$ cat src/rtl/fmap_uart_sender_if.sv
// Transmit-side bundle between the top-level FSM and the feature-map UART sender.
interface fmap_uart_sender_if #(
  parameter int unsigned DataW = 144
) ();
  logic             transmit;
  logic [DataW-1:0] data;
  logic             TxD;
  logic             busy;
  logic             done_transmitting;

  // Controller side: issues the request and map, observes the line and status.
  modport master (
    output transmit,
    output data,
    input  TxD,
    input  busy,
    input  done_transmitting
  );

  // Sender side.
  modport slave (
    input  transmit,
    input  data,
    output TxD,
    output busy,
    output done_transmitting
  );
endinterface

$ cat src/rtl/fmap_uart_sender.sv
// Snapshots a ROWS x COLS feature map and sends it as an 8N1 UART frame:
// header byte, one zero-extended byte per pixel (row-major), then a mod-256 pixel checksum.
module fmap_uart_sender #(
  parameter int unsigned CLKS_PER_BIT = 868,
  parameter int unsigned ROWS         = 6,
  parameter int unsigned COLS         = 6,
  parameter int unsigned PIX_W        = 4,
  parameter logic [7:0]  HDR_BYTE     = 8'hA5
) (
  input  logic             clk,
  input  logic             reset_n,
  fmap_uart_sender_if.slave bus
);
  localparam int unsigned NPix  = ROWS * COLS;
  localparam int unsigned DataW = NPix * PIX_W;
  localparam int unsigned IdxW  = $clog2(NPix + 2);
  localparam int unsigned BaudW = $clog2(CLKS_PER_BIT);

  typedef enum logic [2:0] {StIdle, StStart, StData, StStop, StDone} state_e;

  state_e           state;
  logic [BaudW-1:0] baud_cnt;
  logic [2:0]       bit_idx;
  logic [IdxW-1:0]  byte_idx;
  logic [7:0]       checksum;
  logic [DataW-1:0] snap_reg;
  logic             tx_reg;
  logic             busy_reg;
  logic             done_reg;
  logic             armed;

  logic             baud_last;
  logic [7:0]       cur_byte;
  logic [7:0]       next_pix;

  // Zero-extended pixel k of a snapshot; out-of-range k yields 0.
  function automatic logic [7:0] pix_at(input logic [DataW-1:0] map, input int unsigned k);
    logic [DataW-1:0] sh;
    sh = map >> (k * PIX_W);
    return 8'(sh[PIX_W-1:0]);
  endfunction

  // Byte currently on the wire, and the pixel that the next START will add to the checksum.
  always_comb begin
    baud_last = (baud_cnt == BaudW'(CLKS_PER_BIT - 1));
    next_pix  = pix_at(snap_reg, 32'(byte_idx));
    cur_byte  = HDR_BYTE;
    if (byte_idx == '0) begin
      cur_byte = HDR_BYTE;
    end else if (32'(byte_idx) <= NPix) begin
      cur_byte = pix_at(snap_reg, 32'(byte_idx) - 32'd1);
    end else begin
      cur_byte = checksum;
    end
  end

  // Frame FSM; TxD, busy and done are loaded with the value of the state being entered.
  always_ff @(posedge clk) begin
    if (!reset_n) begin
      state    <= StIdle;
      baud_cnt <= '0;
      bit_idx  <= '0;
      byte_idx <= '0;
      checksum <= '0;
      snap_reg <= '0;
      tx_reg   <= 1'b1;
      busy_reg <= 1'b0;
      done_reg <= 1'b0;
      armed    <= 1'b1;
    end else begin
      unique case (state)
        StIdle: begin
          tx_reg   <= 1'b1;
          done_reg <= 1'b0;
          if (!bus.transmit) begin
            armed <= 1'b1;
          end else if (armed) begin
            snap_reg <= bus.data;
            byte_idx <= '0;
            checksum <= '0;
            baud_cnt <= '0;
            busy_reg <= 1'b1;
            armed    <= 1'b0;
            tx_reg   <= 1'b0;
            state    <= StStart;
          end
        end
        StStart: begin
          if (baud_last) begin
            baud_cnt <= '0;
            bit_idx  <= '0;
            tx_reg   <= cur_byte[0];
            state    <= StData;
          end else begin
            baud_cnt <= baud_cnt + BaudW'(1);
          end
        end
        StData: begin
          if (baud_last) begin
            baud_cnt <= '0;
            if (bit_idx == 3'd7) begin
              tx_reg <= 1'b1;
              state  <= StStop;
            end else begin
              bit_idx <= bit_idx + 3'd1;
              tx_reg  <= cur_byte[bit_idx + 3'd1];
            end
          end else begin
            baud_cnt <= baud_cnt + BaudW'(1);
          end
        end
        StStop: begin
          if (baud_last) begin
            baud_cnt <= '0;
            if (32'(byte_idx) < NPix + 1) begin
              byte_idx <= byte_idx + IdxW'(1);
              // Next byte is a pixel: fold it in as it enters START.
              if (32'(byte_idx) < NPix) begin
                checksum <= checksum + next_pix;
              end
              tx_reg <= 1'b0;
              state  <= StStart;
            end else begin
              done_reg <= 1'b1;
              state    <= StDone;
            end
          end else begin
            baud_cnt <= baud_cnt + BaudW'(1);
          end
        end
        StDone: begin
          done_reg <= 1'b0;
          busy_reg <= 1'b0;
          state    <= StIdle;
        end
        default: state <= StIdle;
      endcase
    end
  end

  assign bus.TxD               = tx_reg;
  assign bus.busy              = busy_reg;
  assign bus.done_transmitting = done_reg;
endmodule

$ cat src/flat_wrapper.sv
// flat-port wrapper written by rule: the top's interface ports become plain ports
module fmap_uart_sender_flat 
#(
  parameter int unsigned CLKS_PER_BIT = 868,
  parameter int unsigned ROWS         = 6,
  parameter int unsigned COLS         = 6,
  parameter int unsigned PIX_W        = 4,
  parameter logic [7:0]  HDR_BYTE     = 8'hA5
)
  (clk, reset_n, bus_transmit, bus_data, bus_TxD, bus_busy, bus_done_transmitting);
  fmap_uart_sender_if #(.DataW(((ROWS * COLS) * PIX_W))) bus_i ();
  input  logic clk;
  input  logic reset_n;
  input wire logic [$bits(bus_i.transmit)-1:0] bus_transmit;
  input wire logic [$bits(bus_i.data)-1:0] bus_data;
  output wire logic [$bits(bus_i.TxD)-1:0] bus_TxD;
  output wire logic [$bits(bus_i.busy)-1:0] bus_busy;
  output wire logic [$bits(bus_i.done_transmitting)-1:0] bus_done_transmitting;
  assign bus_i.transmit = bus_transmit;
  assign bus_i.data = bus_data;
  assign bus_TxD = bus_i.TxD;
  assign bus_busy = bus_i.busy;
  assign bus_done_transmitting = bus_i.done_transmitting;
  fmap_uart_sender #(.CLKS_PER_BIT(CLKS_PER_BIT), .ROWS(ROWS), .COLS(COLS), .PIX_W(PIX_W), .HDR_BYTE(HDR_BYTE)) u_core (.clk(clk), .reset_n(reset_n), .bus(bus_i));
endmodule
$ cat config.mk
export PLATFORM = sky130hd
export DESIGN_NAME = fmap_uart_sender_flat
export DESIGN_NICKNAME = d
export VERILOG_FILES = /design/src/rtl/fmap_uart_sender_if.sv /design/src/rtl/fmap_uart_sender.sv /design/src/flat_wrapper.sv
export SDC_FILE = /design/constraint.sdc
export NUM_CORES = 1
export LEC_CHECK = 0
export BUFFER_PORTS_ARGS = -buffer_cell sky130_fd_sc_hd__buf_2
export CORE_AREA = 3 3 129 131
export CTS_CLUSTER_SIZE = 25
export DETAILED_ROUTE_END_ITERATION = 8
export DIE_AREA = 0 0 132 134
export PLACE_DENSITY = 0.84
export SLEW_MARGIN = 20
export SYNTH_ARGS = -nofsm -noshare
export SYNTH_HDL_FRONTEND = slang
export SYNTH_SLANG_ARGS = --single-unit
$ cat constraint.sdc
create_clock -name clk -period 10.4 [get_ports clk]
set_input_delay 2.08 -clock clk [delete_from_list [all_inputs] [get_ports clk]]
set_output_delay 2.08 -clock clk [all_outputs]
set_load 0.02 [all_outputs]
* After elaboration in Yosys (flattened, before gate mapping)
Index checks and enable logic that the tools add are counted.
** Word-level totals
- Register bits :: 178
- Output and inout port bits :: 3
** Cells by class
- $add $sub $neg :: 5
- $lt $le $gt $ge :: 4
- Equal/unequal tests :: 16
- Shift-type cells :: 2
- Muxes and demuxes :: 46
- Reduce and logical (&&, ||, !) cells :: 19
** Operators by type and width (count)
- 144-bit by 32-bit >> shifter with 4-bit output :: 1
- 144-bit by 8-bit >> shifter with 4-bit output :: 1
- 8-bit 2-to-1 mux :: 7
- 10-bit 2-to-1 mux :: 3
- 3-bit 2-to-1 mux :: 10
- 6-bit 2-to-1 mux :: 4
- 10-bit one-hot mux with 2 select lines :: 1
- 8-bit one-hot mux with 2 select lines :: 1
- 2-bit by 1-bit != test with 1-bit output, second input constant :: 7
- 1-bit 2-to-1 mux :: 13
- 6-bit less-than comparator, second input constant :: 2
- 3-bit one-hot mux with 4 select lines :: 1
- 6-bit one-hot mux with 2 select lines :: 1
- 3-bit AND reduction :: 4
- 6-bit AND reduction :: 2
- 10-bit by 1-bit adder with 10-bit output, second input constant :: 1
- 10-bit equality test, second input constant :: 1
- 5-bit AND reduction :: 2
- 2-bit nonzero test :: 5
- 8-bit by 4-bit adder with 8-bit output :: 1
- 6-bit by 1-bit subtractor with 7-bit output, second input constant :: 1
- 6-bit by 1-bit adder with 6-bit output, second input constant :: 1
- 3-bit by 2-bit equality test with 1-bit output, second input constant :: 2
- 3-bit equality test, second input constant :: 2
- other kinds (15) :: 18

* Longest topological paths before layout
Gate-level depths: netlist of run 1.
- Depth in word-level cells :: 9
- Gate-level depth with buffers :: 15

* Least setup slack after synthesis of run 1
OpenSTA, ideal clock, no wires.
- Path kind :: register to register
- From :: register u_core.byte_idx[0]
- To :: register u_core.checksum[6]
- Library setup time :: 0.124 ns
- Arrival :: 3.563 ns
- Data required time :: 10.276 ns
- Slack :: 6.713 ns
- Stages on the path, launching flop included :: 16
- Path buffers :: 3
- Clock period less this slack :: 3.687 ns
- Cell sequence :: dfxtp_1 -> buf_4 -> buf_2 -> buf_2 -> mux4_2 -> mux4_2 -> mux2i_1 -> o21ai_0 -> ha_1 -> fa_1 -> a21o_1 -> a21oi_1 -> nor3_1 -> nand3_1 -> xor2_1 -> nor2_1
** On the way
- Longest elaborated chain between the ends :: 6
- Elaborated cells on any way between the ends :: 11
- Those cells by class :: 1 x add/sub; 2 x order compare; 2 x eq/ne; 1 x shift; 4 x mux; 1 x reduce/logical
** RTL lines
- from (decl) :: line fmap_uart_sender.sv:24 : logic [IdxW-1:0] byte_idx;
- from (signal assigned) :: line fmap_uart_sender.sv:116 : byte_idx <= byte_idx + IdxW'(1);
- 144-bit by 8-bit >> shifter with 4-bit output :: line fmap_uart_sender.sv:39 : sh = map >> (k * PIX_W);
- 8-bit by 4-bit adder with 8-bit output :: line fmap_uart_sender.sv:119 : checksum <= checksum + next_pix;
- 8-bit 2-to-1 mux :: line fmap_uart_sender.sv:118 : if (32'(byte_idx) < NPix) begin
- 8-bit 2-to-1 mux :: line fmap_uart_sender.sv:115 : if (32'(byte_idx) < NPix + 1) begin
- 8-bit 2-to-1 mux :: line fmap_uart_sender.sv:113 : if (baud_last) begin
- 8-bit one-hot mux with 2 select lines :: line fmap_uart_sender.sv:71 : unique case (state)
- to (signal assigned) :: line fmap_uart_sender.sv:119
- to (decl) :: line fmap_uart_sender.sv:25 : logic [7:0] checksum;
Several ways; a longest one is shown, not always the timed one. The select of a mux whose other input is x is not followed.
A chain may end at the register's enable or synchronous reset.

* Final worst setup path of run 1
Ends and elaborated chain as after synthesis.

==> key figures, run 1 <==
Status
  • Outcome: completed

Worst hold path
  • Hold WC Path Type: reg -> reg
  • HP Start: u_core.bus.busy
  • Hold path cells: 2
  • Worst Hold End: u_core.bus.busy

Synth
  • Main synth FF type: dfxtp_1
  • Gate Count Post-Synth: 1,073
  • Asr flop ratio synth: 0
  • Warnings from Yosys: 0
  • Synth area leaders: dfxtp_1 37%, mux4_2 17%, nand2_1 14%, a21boi_0 12%, clkbuf_1 2.3%
  • Synth Net Count: 1,230
  • Yosys reg bits: 178
  • Distinct cell type count after synthesis: 59
  • Leading area contributor after synthesis: dfxtp_1
  • Number of synthesized flops with an enable pin: 0
  • Synth top area share: 0.369
  • Sequential share of the synthesized area: 0.369
  • Syn avg cell area: 9.01 um^2
  • Mapped cell area: 0.00966 mm^2

Clock network
  • CTS tree: yes
  • # H-tree levels: 4
  • PostCTS Resize Cnt: 0
  • Hold buffers post-CTS: 0
  • Sink Count: 178
  • Post-CTS setup buffer count: 0
  • Clk root buf: clkbuf_16
  • Clock transition at path regs: 70 ps
  • CTS Buf Count: 17
  • Worst skew pair latency: 430 ps
  • Bufs on Longest Clock Path: 2

Final layout
  • Most common cell after layout, fill and taps aside: nand2_1
  • Max FFs per register: 144
  • Fin nets: 1,324
  • Finished layout cell area: 0.0110 mm^2
  • Ant diodes: 0
  • Layout cells sized above 1: 0.240
  • Layout area overhead: 13.6%
  • Commonest non-fill, non-tap cells in the layout: 348 x nand2_1, 176 x dfxtp_1, 150 x a21boi_0

Power and ir drop
  • LEAKAGE: 4.10 nW
  • Sw Share: 0.282
  • Comb pwr share: 0.165
  • Psw: 0.466 mW
  • P_int: 1.18 mW
  • Reg power frac: 0.459
  • Power Dens Cells: 150 mW/mm^2
  • Clock Power Share: 0.376
  • Worst VDD drop: 0.000125 V

Route
  • Drt total wl: 24,900 um
  • Vias: 8,431
  • TritonRoute pass-1 iters: 5
  • DR iter-0 viols: 1,025
  • Antenna Nets Post-Route: 0
  • Residual DRC: 0
  • WL/cell: 17.8 um
  • Vias per cell: 6.04

STA
  • Setup violations, final: 0
  • Slew margin rel.: 0.308
  • Part of the cycle the worst path needs: 0.424
  • Period minus WS final: 4410 ps
  • RSZ-0062 raised after global routing: false
  • Final Max Slew Viols: 0
  • Skew final: 6.33 ps
  • Peak Freq: 227 MHz
  • Final hold vios: 0
  • Setup_tns: 0 ps
  • Final hold slack: 442 ps
  • Slew @ Worst Pin: 1040 ps

Setup path
  • RR Startpoint: u_core.byte_idx[0]
  • Setup Crit Path Kind: reg -> reg
  • Critical Path Sink Type: register
  • Element type at the critical path start: register
  • Critical Path RT: 10,710 ps
  • CP max FO: 40
  • Worst R2R Path Depth: 13
  • FF-to-FF End: u_core.checksum[6]
  • Critical Path AT: 4720 ps
  • R2r setup slk: 5990 ps

Run
  • Max-cap violations: 0

Floorplanning
  • Die Y: 134 um
  • IO Pins: 150
  • Die area: 0.0177 mm^2
  • DIE WIDTH: 132 um
  • Starting density of the core: 0.615
  • Site row count: 46
  • Core ar.: 0.0157 mm^2

Placed design
  • Gpl congestion: 0.906
  • Area post-placement: 0.0104 mm^2
  • Dpl hpwl: 17,200 um
  • Number of I/O port buffers: 149

GRT
  • M3 GR Usage: 0.0589
  • Gr usage total: 0.282
  • Layer with the highest usage: met2
  • Largest net degree at the start of global routing: 105
  • Global-route wire length before repair: 40,600 um
  • Grt ovf: 0
  • Vias in the first global route: 8,147
  • Met2 Usage GRT: 0.450
  • Initial antenna violation count: 0
  • Grt met1 use: 0.382
[worst max-delay path by stage]
stage | cells after the start | slack [ps] | end | from
finish | 13 | 5990 | u_core.checksum[6] | u_core.byte_idx[0]
global route | 13 | 5670 | u_core.checksum[7] | u_core.byte_idx[0]
CTS | 13 | 5980 | u_core.checksum[6] | u_core.byte_idx[0]
detailed placement | 8 | 5600 | u_core.bus.TxD | bus_transmit
global placement | 8 | 5720 | u_core.bus.TxD | bus_transmit
floorplan | 15 | 6710 | u_core.checksum[6] | u_core.byte_idx[0]
[layout make-up]
class	count	area (um^2)
Clock buffer	18	439
Clock inverter	14	128
Fill cell	1156	4730
Inverter	4	15.0
Multi-Input combinational cell	808	5750
Sequential cell	178	3570
Tap cell	216	270
Timing Repair Buffer	158	816
[through the flow]
stage	setup WS [ps]	utilization	instances	total power [mW]
2_1_floorplan	6710	-	1073	0.954
3_3_place_gp	5720	0.663	1364	1.03
3_5_place_dp	5600	0.663	1364	1.04
4_1_cts	5980	0.699	1396	1.65
5_1_grt	5670	0.699	1396	1.71
6_report	5990	0.699	1396	1.65
[worst max-delay path, stage by stage, from the launching register on]
cell and delay, ps:
dfxtp_4 650, buf_4 650, mux4_2 620, mux4_2 540
mux2i_1 190, o21ai_0 110, ha_1 250, fa_1 420
a21o_1 170, a21oi_1 180, nor3_1 100, nand3_1 150
xor2_1 150, nor2_1 50
[layer usage]
metal | share of wire | vias to the layer above | wire, um
li1 | - | 3955 | -
met1 | 0.42 | 4053 | 10500
met2 | 0.48 | 366 | 11900
met3 | 0.071 | 57 | 1760
met4 | 0.029 | 0 | 732
met5 | 0 | - | 0
[power groups by stage]
stage	clock [mW]	combinational [mW]	sequential [mW]
after floorplan	0	0.198	0.755
after global placement	0	0.264	0.768
after detailed placement	0	0.268	0.771
after CTS	0.628	0.270	0.756
after global routing	0.651	0.299	0.761
final	0.621	0.272	0.757
[synthesized netlist by cell type (all sizes together) (2+ instances only)]
cell type,count
xor2,12
and4b,2
ha,9
a21oi,16
a211oi,2
inv,4
o31ai,4
or3,6
xnor2,10
clkbuf,58
o211ai,4
mux2i,11
a31oi,5
mux4,75
buf,25
mux2,2
nor3b,4
a21o,5
nor4b,2
and3,4
nand4,10
dfxtp,178
nor2,30
nand2b,6
o21ai,16
or2,3
nand3,27
and2,3
nand2,348
a311oi,5
a21boi,150
nor3,12
nor2b,7
[cell families after synthesis]
logic type               after synthesis  synth area share
buffers and inverters                 87            0.0386
AND/OR/NAND/NOR                      469             0.205
flip-flops                           178             0.369
adder cells (fa/ha/maj)               10            0.0137
XOR/XNOR                              22            0.0207
AO/OA/AOI/OAI                        219             0.165
multiplexers                          88             0.189
No activity file was read; power rests on OpenSTA's default activity.
==> run 2: changes to the inputs <==
CORE_AREA = 3 3 141 143   (was 3 3 129 131)
DIE_AREA = 0 0 144 146   (was 0 0 132 134)
PLACE_DENSITY = 0.75   (was 0.84)
clock period = 3.7 ns   (was 10.4 ns; I/O delays follow)
==> run 2 against run 1 <==
Compared with the run above: cell count up 2.9%; sequential share of layout area down 0.73 points; sequential cell count is the same; combinational power rose to 2.9 times the previous value; first-iteration DRC count decreased by 12%; final area rose by 2.3%; clock power rose to 2.9 times the previous value; total power rose to 2.9 times the previous value; via count decreased by 0.34%.
==> key figures, run 2 (synthesized netlist as in run 1, its figures left out) <==
Clock network
  • CTS tree: yes (unchanged)
  • Hold buffers post-CTS: 0 (unchanged)
  • Bufs on Longest Clock Path: 2 (unchanged)
  • Clock transition at path regs: 70 ps (about the same)
  • PostCTS Resize Cnt: 0 (unchanged)
  • CTS Buf Count: 17 (unchanged)
  • Clk root buf: clkbuf_16 (unchanged)
  • Worst skew pair latency: 440 ps (was 430 ps)
  • Sink Count: 178 (unchanged)
  • # H-tree levels: 4 (unchanged)

Floorplanning
  • Core ar.: 0.0187 mm^2 (was 0.0157 mm^2)
  • DIE WIDTH: 144 um (was 132 um)
  • Die Y: 146 um (was 134 um)
  • Starting density of the core: 0.517 (was 0.615)
  • Site row count: 50 (was 46)
  • Die area: 0.0210 mm^2 (was 0.0177 mm^2)
  • IO Pins: 150 (unchanged)

Placed design
  • Gpl congestion: 0.953 (was 0.906)
  • Number of I/O port buffers: 149 (unchanged)
  • Dpl hpwl: 18,700 um (was 17,200 um)

GRT
  • Vias in the first global route: 7,986 (was 8,147)
  • Initial antenna violation count: 0 (unchanged)
  • Global-route wire length before repair: 40,600 um (about the same)
  • Grt ovf: 0 (unchanged)
  • Gr usage total: 0.242 (was 0.282)
  • Largest net degree at the start of global routing: 91 (was 105)

Setup path
  • Setup Crit Path Kind: reg -> reg (unchanged)
  • Critical Path RT: 4010 ps (was 10,710 ps)
  • CP dominant cell by count: mux4_2 (unchanged)
  • Critical Path Sink Type: register (unchanged)
  • CP max FO: 8 (was 40)
  • Element type at the critical path start: register (unchanged)
  • Slowest cell on crit path: mux4_2 (was dfxtp_4)
  • Critical Path AT: 3740 ps (was 4720 ps)
  • Max incr delay on CP: 510 ps (was 650 ps)
  • Cell Chain, Critical Path: buf_4 -> mux4_2 -> mux4_2 -> mux2i_1 -> o21ai_0 -> ha_1 -> fa_1 -> a21o_1 -> a21oi_1 -> nor3_1 -> nand3_1 -> xor2_1 -> nor2_1 (unchanged)

Route
  • DR iter-0 viols: 898 (was 1,025)
  • WL/cell: 17.8 um (about the same)
  • Vias per cell: 5.85 (was 6.04)
  • TritonRoute pass-1 iters: 6 (was 5)
  • Residual DRC: 0 (unchanged)
  • Vias: 8,402 (was 8,431)
  • Drt total wl: 25,600 um (was 24,900 um)
  • Antenna Nets Post-Route: 0 (unchanged)

Final layout
  • Commonest non-fill, non-tap cells in the layout: 348 x nand2_1, 176 x dfxtp_1, 150 x a21boi_0 (unchanged)
  • Layout cells sized above 1: 0.254 (was 0.240)
  • Max FFs per register: 144 (unchanged)
  • Most common cell after layout, fill and taps aside: nand2_1 (unchanged)
  • Fin nets: 1,347 (was 1,324)
  • Ant diodes: 0 (unchanged)
  • Layout area overhead: 16.2% (was 13.6%)

STA
  • Skew final: 13.4 ps (was 6.33 ps)
  • Slew margin rel.: 0.426 (was 0.308)
  • RSZ-0062 raised after global routing: false (unchanged)
  • Peak Freq: 291 MHz (was 227 MHz)
  • Slew @ Worst Pin: 857 ps (was 1040 ps)
  • Setup_tns: 0 ps (unchanged)
  • Final hold vios: 0 (unchanged)
  • Period minus WS final: 3430 ps (was 4410 ps)
  • Final Max Slew Viols: 0 (unchanged)
  • Setup violations, final: 0 (unchanged)
  • Part of the cycle the worst path needs: 0.928 (was 0.424)

Power and ir drop
  • Power Dens Cells: 420 mW/mm^2 (was 150 mW/mm^2)
  • Comb pwr share: 0.166 (was 0.165)
  • Clock Power Share: 0.380 (was 0.376)
  • Worst VDD drop: 0.000269 V (was 0.000125 V)
  • Psw: 1.35 mW (was 0.466 mW)
  • LEAKAGE: 4.23 nW (was 4.10 nW)
  • Reg power frac: 0.454 (was 0.459)
  • P_int: 3.37 mW (was 1.18 mW)
  • Sw Share: 0.285 (was 0.282)
  • Tot Pwr: 4.72 mW (was 1.65 mW)

Status
  • Outcome: completed (unchanged)

Run
  • Max-cap violations: 0 (unchanged)

Worst hold path
  • Hold WC Path Type: reg -> reg (unchanged)
## run 2: cell count changes in the layout (fill, tap and decap cells not counted)
| cell | change |
|---|---|
| clkinv_4 | -2 |
| clkinvlp_4 | +2 |
| clkinv_2 | -3 |
| buf_6 | +1 |
| buf_4 | +19 |
| inv_8 | +6 |
| inv_6 | -4 |
| buf_12 | +3 |
## run 2: final cells by class
class                           instances  area [um^2]
Multi-Input combinational cell        808         5750
Fill cell                            1603         7470
Inverter                                4         15.0
Clock buffer                           18          439
Clock inverter                         13          143
Tap cell                              234          293
Sequential cell                       178         3570
Timing Repair Buffer                  181         1030
## run 2: critical path: cells and delay by family (launching register included)
kind                     cells  cell delay, ps
AO/OA/AOI/OAI                3             430
multiplexers                 3            1150
flip-flops                   1             430
adder cells (fa/ha/maj)      2             650
XOR/XNOR                     1             140
buffers and inverters        1             200
AND/OR/NAND/NOR              3             290
## run 2: path summary, 6_finish.rpt
kind                            depth (start not counted)               start  slack (ps)                  to
worst max-delay path                                   13  u_core.byte_idx[0]         270  u_core.checksum[6]
worst min-delay path                                    2     u_core.bus.busy         460     u_core.bus.busy
worst max register to register                         13  u_core.byte_idx[0]         270  u_core.checksum[6]
worst min register to register                          2     u_core.bus.busy         460     u_core.bus.busy
## run 2: what timing repair did
action / CTS / global route
setup endpoints to repair: 0 / 3
hold endpoints to repair: 0 / 0
setup buffers: 0 / 5
## run 2: metrics by stage
step | hold slack (ps) | cells | area (um^2) | utilization | worst slack (ps)
2_1_floorplan | 441 | 1073 | 9660 | - | 12.8
3_3_place_gp | 435 | 1400 | 10600 | 0.567 | 202
4_1_cts | 463 | 1431 | 11200 | 0.598 | 107
5_1_grt | 479 | 1436 | 11200 | 0.601 | 72.1
3_5_place_dp | 440 | 1400 | 10600 | 0.567 | 136
6_report | 457 | 1436 | 11200 | 0.601 | 266
## run 2: power groups by stage
stage | logic [mW] | clock network, mW | registers [mW]
after detailed placement | 0.762 | 0 | 2.19
final | 0.785 | 1.79 | 2.14
after global routing | 0.866 | 1.90 | 2.15
after global placement | 0.749 | 0 | 2.18
after floorplan | 0.558 | 0 | 2.12
after CTS | 0.769 | 1.83 | 2.14
## run 2: layer usage
layer,GRT usage,wire (um)
met3,0.0575,1960
met1,0.336,11000
met5,0,0
met4,0.0847,725
met2,0.371,11900
